## src/rtl/fetch_pkg.sv

```systemverilog
// Shared types and constants for the instruction fetch stage.
package fetch_pkg;

  // Fetch sequencer states. S_FAULT is reachable only when the misaligned
  // target trap is built in.
  typedef enum logic [1:0] {
    S_REQ   = 2'd0,
    S_WAIT  = 2'd1,
    S_HOLD  = 2'd2,
    S_FAULT = 2'd3
  } fetch_state_t;

  // addi x0,x0,0 -- presented to decode whenever no instruction is valid.
  localparam logic [31:0] NOP_INSTR = 32'h0000_0013;

  // Default first fetch address after reset.
  localparam logic [31:0] RESET_PC_DEFAULT = 32'h0000_0000;

  // Byte distance between consecutive instruction words.
  localparam logic [31:0] INSTR_BYTES = 32'd4;

  // Clears the two byte-offset bits so a loaded target is always word aligned.
  function automatic logic [31:0] align_word(input logic [31:0] addr);
    return {addr[31:2], 2'b00};
  endfunction

endpackage

```

## src/rtl/fetch_unit.sv

```systemverilog
// Instruction fetch stage: holds the PC, issues one word request at a time
// over a valid/ready port, and holds the returned word for decode until it
// is retired. The next PC is chosen when decode accepts the instruction.
//
// Build option: define FETCH_MISALIGN_TRAP_EN to trap a taken target whose
// low two bits are non-zero (state S_FAULT, fetch_fault=1 until rst).
// Without it the target is silently word aligned and fetch_fault is 0.
module fetch_unit #(
  parameter logic [31:0] RESET_PC  = fetch_pkg::RESET_PC_DEFAULT,
  parameter logic [31:0] NOP_INSTR = fetch_pkg::NOP_INSTR
) (
  input  logic        clk,
  input  logic        rst,
  // instruction memory request / response
  output logic        imem_req_valid,
  input  logic        imem_req_ready,
  output logic [31:0] imem_addr,
  input  logic        imem_rsp_valid,
  input  logic [31:0] imem_rsp_data,
  // decode side
  output logic [31:0] instr,
  output logic [31:0] instr_pc,
  output logic [31:0] instr_pc_plus4,
  output logic        instr_valid,
  input  logic        instr_ready,
  // control flow from the core
  input  logic        pc_source,
  input  logic [31:0] pc_target,
  output logic        fetch_fault
);

  import fetch_pkg::*;

  fetch_state_t state;
  fetch_state_t state_next;

  logic [31:0] pc;
  logic [31:0] pc_plus4;
  logic [31:0] target_pc;
  logic [31:0] pc_next;
  logic        target_bad;
  logic        rsp_take;
  logic        accept;
  logic        req_valid_c;
  logic        instr_valid_c;

  // Sequential successor; 32-bit modulo so 0xFFFF_FFFC wraps to 0.
  assign pc_plus4 = pc + INSTR_BYTES;

`ifdef FETCH_MISALIGN_TRAP_EN
  // A taken, misaligned target is trapped and never loaded into the PC.
  assign target_bad = pc_source && (pc_target[1:0] != 2'b00);
  assign target_pc  = pc_target;
`else
  // Without the trap the byte-offset bits of a target are simply dropped.
  assign target_bad = 1'b0;
  assign target_pc  = align_word(pc_target);
`endif

  assign pc_next = pc_source ? target_pc : pc_plus4;

  // Handshake qualifiers: a response only counts while waiting for it, and
  // decode's ready only counts while an instruction is being held.
  assign rsp_take = (state == S_WAIT) && imem_rsp_valid;
  assign accept   = (state == S_HOLD) && instr_ready;

  // State register; reset wins over every handshake in the same cycle.
  always_ff @(posedge clk) begin
    // NOTE: state and datapath registers use non-blocking assignments so every
    // flop samples pre-edge values regardless of process ordering.
    if (rst) begin
      state <= S_REQ;
    end else begin
      state <= state_next;
    end
  end

  // Next-state decode and per-state handshake outputs.
  always_comb begin
    // NOTE: every output of this block is given a default first so no path
    // through the case statement leaves one unassigned (which would infer a latch).
    state_next    = state;
    req_valid_c   = 1'b0;
    instr_valid_c = 1'b0;
    case (state)
      S_REQ: begin
        req_valid_c = 1'b1;
        if (imem_req_ready) begin
          state_next = S_WAIT;
        end
      end
      S_WAIT: begin
        if (imem_rsp_valid) begin
          state_next = S_HOLD;
        end
      end
      S_HOLD: begin
        instr_valid_c = 1'b1;
        if (instr_ready) begin
          state_next = target_bad ? S_FAULT : S_REQ;
        end
      end
      S_FAULT: begin
        // Parked until reset; no requests and nothing presented to decode.
        state_next = S_FAULT;
      end
      default: begin
        state_next = S_REQ;
      end
    endcase
  end

  // Request is suppressed while reset is held so memory never sees a
  // request that the fetch stage would immediately abandon.
  assign imem_req_valid = req_valid_c && !rst;
  assign imem_addr      = pc;
  assign instr_valid    = instr_valid_c;

`ifdef FETCH_MISALIGN_TRAP_EN
  assign fetch_fault = (state == S_FAULT);
`else
  assign fetch_fault = 1'b0;
`endif

  // PC and the instruction register presented to decode.
  always_ff @(posedge clk) begin
    if (rst) begin
      pc             <= RESET_PC;
      instr          <= NOP_INSTR;
      instr_pc       <= RESET_PC;
      instr_pc_plus4 <= RESET_PC + INSTR_BYTES;
    end else begin
      if (rsp_take) begin
        instr          <= imem_rsp_data;
        instr_pc       <= pc;
        instr_pc_plus4 <= pc_plus4;
      end
      if (accept) begin
        instr <= NOP_INSTR;
        if (!target_bad) begin
          pc <= pc_next;
        end
      end
    end
  end

endmodule

```

## config.mk

```make
export PLATFORM = sky130hd
export DESIGN_NAME = fetch_unit
export DESIGN_NICKNAME = d
export VERILOG_FILES = /design/src/rtl/fetch_pkg.sv /design/src/rtl/fetch_unit.sv
export SDC_FILE = /design/constraint.sdc
export NUM_CORES = 1
export LEC_CHECK = 0
export BUFFER_PORTS_ARGS = -buffer_cell sky130_fd_sc_hd__buf_2
export CAP_MARGIN = 30
export CORE_MARGIN = 5
export CORE_UTILIZATION = 35
export CTS_BUF_LIST = sky130_fd_sc_hd__clkbuf_4 sky130_fd_sc_hd__clkbuf_8
export CTS_CLUSTER_DIAMETER = 80
export DETAILED_ROUTE_END_ITERATION = 12
export SYNTH_ARGS = -nofsm -noshare
export SYNTH_HDL_FRONTEND = slang
export SYNTH_SLANG_ARGS = --single-unit
```

## constraint.sdc

```tcl
create_clock -name clk -period 1.9 [get_ports clk]
set_clock_uncertainty 0.1 [all_clocks]
set_input_delay 0.38 -clock clk [delete_from_list [all_inputs] [get_ports clk]]
set_output_delay 0.38 -clock clk [all_outputs]
set_load 0.1 [all_outputs]
```

# Yosys cells after proc, flatten, opt, wreduce, memory -nomap -nowiden
# Cells that the tools add are included.
dict set report totals {
  register_bits 130
  inputBits 70
  word_cells 26
}
dict set report classes {
  n_addsub 1
  eq_ne 6
  mux 7
  reduce_logical 7
}
# cell n
set op_table {}
lappend op_table {{$add A32 B3 Y32 const B} 1}
lappend op_table {{$mux W32} 1}
lappend op_table {{$pmux W2 S4} 1}
lappend op_table {{$mux W2} 3}
lappend op_table {{$ne A2 B2 Y1 const B} 3}
lappend op_table {{$eq A2 B2 Y1 const B} 2}
lappend op_table {{$logic_and A1 B1 Y1} 3}
lappend op_table {{$reduce_and A3 Y1} 1}
lappend op_table {{$eq A2 B1 Y1 const B} 1}
lappend op_table {{$logic_not A2 Y1} 1}
lappend op_table {{$mux W1} 2}
lappend op_table {{$reduce_or A2 Y1} 1}
lappend op_table {{$logic_not A1 Y1} 1}

# Depth between registers and ports, before layout
dict set report depth {
  ltp_word 3
  mapped_depth 8
  ltp_nobuf 6
}

# Least setup slack after synthesis
# OpenSTA, ideal clock, no wires.
dict set report synth_timing {
  path_kind {register to register}
  startpoint {register pc[2] (netlist: imem_addr[2])}
  endpoint {register instr_pc_plus4[28]}
  setup_time_ns 0.091
  arrival_time_ns 2.464
  required_ns 1.709
  setup_slack_ns -0.755
  path_stages_with_launch 7
  n_path_buf 1
  path_cell_list {dfxtp_1 ha_1 and4_1 buf_2 nand3_1 or4_1 a311oi_1}
}
dict set report synth_via {
  elab_chain_cells 1
}
# item line
set synth_rtl {}
lappend synth_rtl {{from (decl)} fetch_unit.sv:37} ;# logic [31:0] pc;
lappend synth_rtl {{from (signal assigned)} fetch_unit.sv:141} ;# pc <= pc_next;
lappend synth_rtl {{$add A32 B3 Y32} fetch_unit.sv:48} ;# assign pc_plus4 = pc + INSTR_BYTES;
lappend synth_rtl {{to (signal assigned)} fetch_unit.sv:131} ;# instr_pc_plus4 <= RESET_PC + INSTR_BYTES;
lappend synth_rtl {{to (signal assigned)} fetch_unit.sv:136} ;# instr_pc_plus4 <= pc_plus4;
lappend synth_rtl {{to (decl)} fetch_unit.sv:23} ;# output logic [31:0] instr_pc_plus4,
# Every way passes these cells.
# A chain may end at the register's enable or synchronous reset.

# Worst setup path after layout
dict set report layout_timing {
  startpoint {register state[1]}
  endpoint {output port imem_req_valid}
}
dict set report layout_via {
  elab_chain_cells 3
}
# item line
set layout_rtl {}
lappend layout_rtl {{from (decl)} fetch_unit.sv:34} ;# fetch_state_t state;
lappend layout_rtl {{from (signal assigned)} fetch_unit.sv:74} ;# state <= state_next;
lappend layout_rtl {{$logic_not A2 Y1} fetch_unit.sv:85} ;# case (state)
lappend layout_rtl {{$mux W1} fetch_unit.sv:85}
lappend layout_rtl {{$logic_and A1 B1 Y1} fetch_unit.sv:115} ;# assign imem_req_valid = req_valid_c && !rst;
lappend layout_rtl {{to (decl)} fetch_unit.sv:15} ;# output logic imem_req_valid,
# Every way passes these cells.

==> results.md <==
- VDD IR-drop max: 0.000433 V
- Width of the die: 139 um
- Post-synthesis compound-gate area fraction: 0.201
- Post-DRT Antenna Nets: 0
- Sequential share of the synthesized area: 0.425
- Std-Cell Rows: 47
- First-pass GRT wire length: 32,900 um
- Relative slew slack: 0.577
- Core Area: 16,500 um2
- Crit path max fanout: 3
- Clk_lat worst skew: 450 ps
- Mean post-synth cell area: 7.96 um2
- Area grow syn2layout: 42.6%
- PwrDens: 887 nW/um2
- H-tree depth: 4
- Hold buffer count at cts: 0
- Vias in the first global route: 5,793
- Clock sink total: 124
- Outcome: complete, no violations
- Max incr delay on CP: 330 ps
- Adder-Cell Fraction of Synth Area: 0.0107
- Setup Viol. Count Final: 0
- Startpoint Class: flip-flop
- IO buf count: 191
- Finished Layout Cells: 1,205
- Fraction of registers with async set/reset: 0
- Mapped cell area: 5840 um2
- Root Driver: clkbuf_8
- Synth warn: 0
- Final Hold Vio Count: 0
- Num CTS Buffers: 17
- Drt via density: 5.22
- Yosys cell types: 57
- Max-cap viol count: 0
- DR pass1 iterations: 5
- Grt ovf: 0
- LEAKAGE: 3.49 nW
- Mux contribution to synthesized area: 0.00343
- Share of post-route cells with drive strength above 1: 0.388
- Nets: 1,047
- CP max stage cell: dfxtp_2
- CP Cell Sequence: buf_6 -> inv_4 -> ha_4 -> nor2b_4 -> buf_12
- Post-synth EDFFs: 0
- Crit. End Element: output port
- Antenna violations before repair: 1
- TritonCTS clock tree: yes
- Crit path kind: reg -> out
- Syn Inst Count: 733
- Post-synthesis xor/xnor area fraction: 0.0195
- Fmax: 0.529 GHz
- Largest net degree at the start of global routing: 51
- Required @ worst endpoint: 1420 ps
- Max Slew Vio Count: 0
- Worst hold margin: 40.2 ps
- Routed WL: 21,700 um
- DR DRC count: 0
- First DRT Iteration DRCs: 406
- Die Ht: 139 um
- N_diodes: 0
- Clock buffer depth: 2
- Hpwl dp: 15,200 um
- Top FF cell, synth: dfxtp_1
- Period utilisation layout: 0.995
- Via Count: 6,287
- Worst Tran Pin Value: 634 ps
- Die footprint: 19,400 um2
- Placed standard-cell area: 7650 um2
- Total track usage: 0.211
- Minimum clock period: 1890 ps
- Final Wtd Congestion: 0.884
- Unrepaired setup endpoints after global routing: true
- Hold WC Path Type: in -> reg
- Simple-Gate Fraction of Synth Area: 0.271
- Yosys reg bits: 124
- Post-route cell area: 8320 um2
- Routed length per instance: 18.0 um
- Boundary Pins: 201
- Clock-pin slew on the worst setup and hold paths: 80 ps
- Initial Util: 0.354
- Cells after DPL: 1,157
- Main combinational cell family by area after synthesis: simple AND/OR/NAND/NOR gates
- Arr. time, crit path: 1410 ps
layout by cell type (no fill, tap or decap), types with 7 or more instances in the layout:
cell type and n:
xnor2_1 10, a311oi_1 9, buf_2 171, nand2_1 143, clkbuf_8 17, nor2_1 40, buf_12 10, buf_4 93
a32oi_1 13, or3_1 10, dfxtp_4 24, nor4_1 10, o21ai_0 23, nand3_1 32, dfxtp_2 7, inv_1 14
conb_1 7, a211oi_1 18, dfxtp_1 93, a21oi_1 72, nor3_1 18, nand4_1 19
worst max-delay path: cells and delay by family, from the launching register on:
kind | cells | cell delay (ps)
adder cells (fa/ha/maj) | 1 | 130
buffers and inverters | 3 | 360
flip-flops | 1 | 330
AND/OR/NAND/NOR | 1 | 150
through the flow:
stage | setup slack, ps | TNS, ps | util | total power [mW]
2_1_floorplan | -103 | -424 | - | 4.49
3_3_place_gp | -0.606 | -0.606 | 0.465 | 4.99
3_5_place_dp | -17.1 | -34.0 | 0.465 | 5.00
4_1_cts | 0.923 | 0 | 0.492 | 7.34
5_1_grt | -50.4 | -84.1 | 0.505 | 7.68
6_report | 8.60 | 0 | 0.505 | 7.38
synth_stat cells, drive strengths merged (15+ instances only):
cell type	instances	share of area
nor2	41	0.026
nand3	35	0.032
inv	16	0.010
buf	25	0.026
dfxtp	124	0.43
o21ai	24	0.021
a211oi	18	0.023
nor4	15	0.024
nand2	144	0.093
nor3	19	0.016
clkbuf	49	0.032
a21oi	73	0.063
nand4	21	0.028
what timing repair did:
action | CTS | global route
endpoints found under the setup margin | 17 | 50
cloned | 0 | 4
gates resized for setup | 21 | 19
buffers inserted | 2 | 11
pin swaps | 0 | 4
power breakdown:
group	switching, mW	internal (mW)	total, mW
logic	1.73	0.536	2.26
clock network	1.16	1.16	2.32
registers	0.0781	2.72	2.80
total	2.96	4.42	7.38
path summary, 6_finish.rpt:
path                          from        endpoint  slack, ps  depth (start not counted)
setup / recovery          state[1]  imem_req_valid          9                          5
hold reg to reg          instr[30]       instr[30]        350                          2
hold / removal    imem_rsp_data[1]        instr[1]         40                          3
setup reg to reg          state[1]   imem_addr[18]         50                          7
cell type report:
| cell class | count | area, um2 |
|---|---|---|
| fill | 1662 | 8150 |
| multi-input combinational | 526 | 3100 |
| sequential | 124 | 2580 |
| timing repair buffer | 287 | 1920 |
| tap | 220 | 275 |
| clock buffer | 17 | 234 |
| clock inverter | 15 | 145 |
| inverter | 16 | 62.6 |
sequential cells by signal, summed over array words and instances, names as in the netlist:
register	flops
instr_pc	30
state	2
instr	32
imem_addr	30
instr_pc_plus4	30
logic make-up after synthesis:
logic type / after synthesis
other: 1
adders and majority gates: 5
muxes: 2
xor gates and xnor gates: 13
and+or+nand+nor: 317
AOI/OAI and AO/OA: 181
buffers and inverters: 90
DFF: 124
per-layer routing:
metal / global-route usage / routed length (um) / vias up / share of wire
met5: 0 / 13 / - / 0.00060
met4: 0.0618 / 391 / 2 / 0.018
met3: 0.0583 / 1630 / 32 / 0.075
met2: 0.315 / 9610 / 242 / 0.44
met1: 0.299 / 10000 / 2913 / 0.46
li1: - / - / 3098 / -
(Power assumes the default switching activity.)
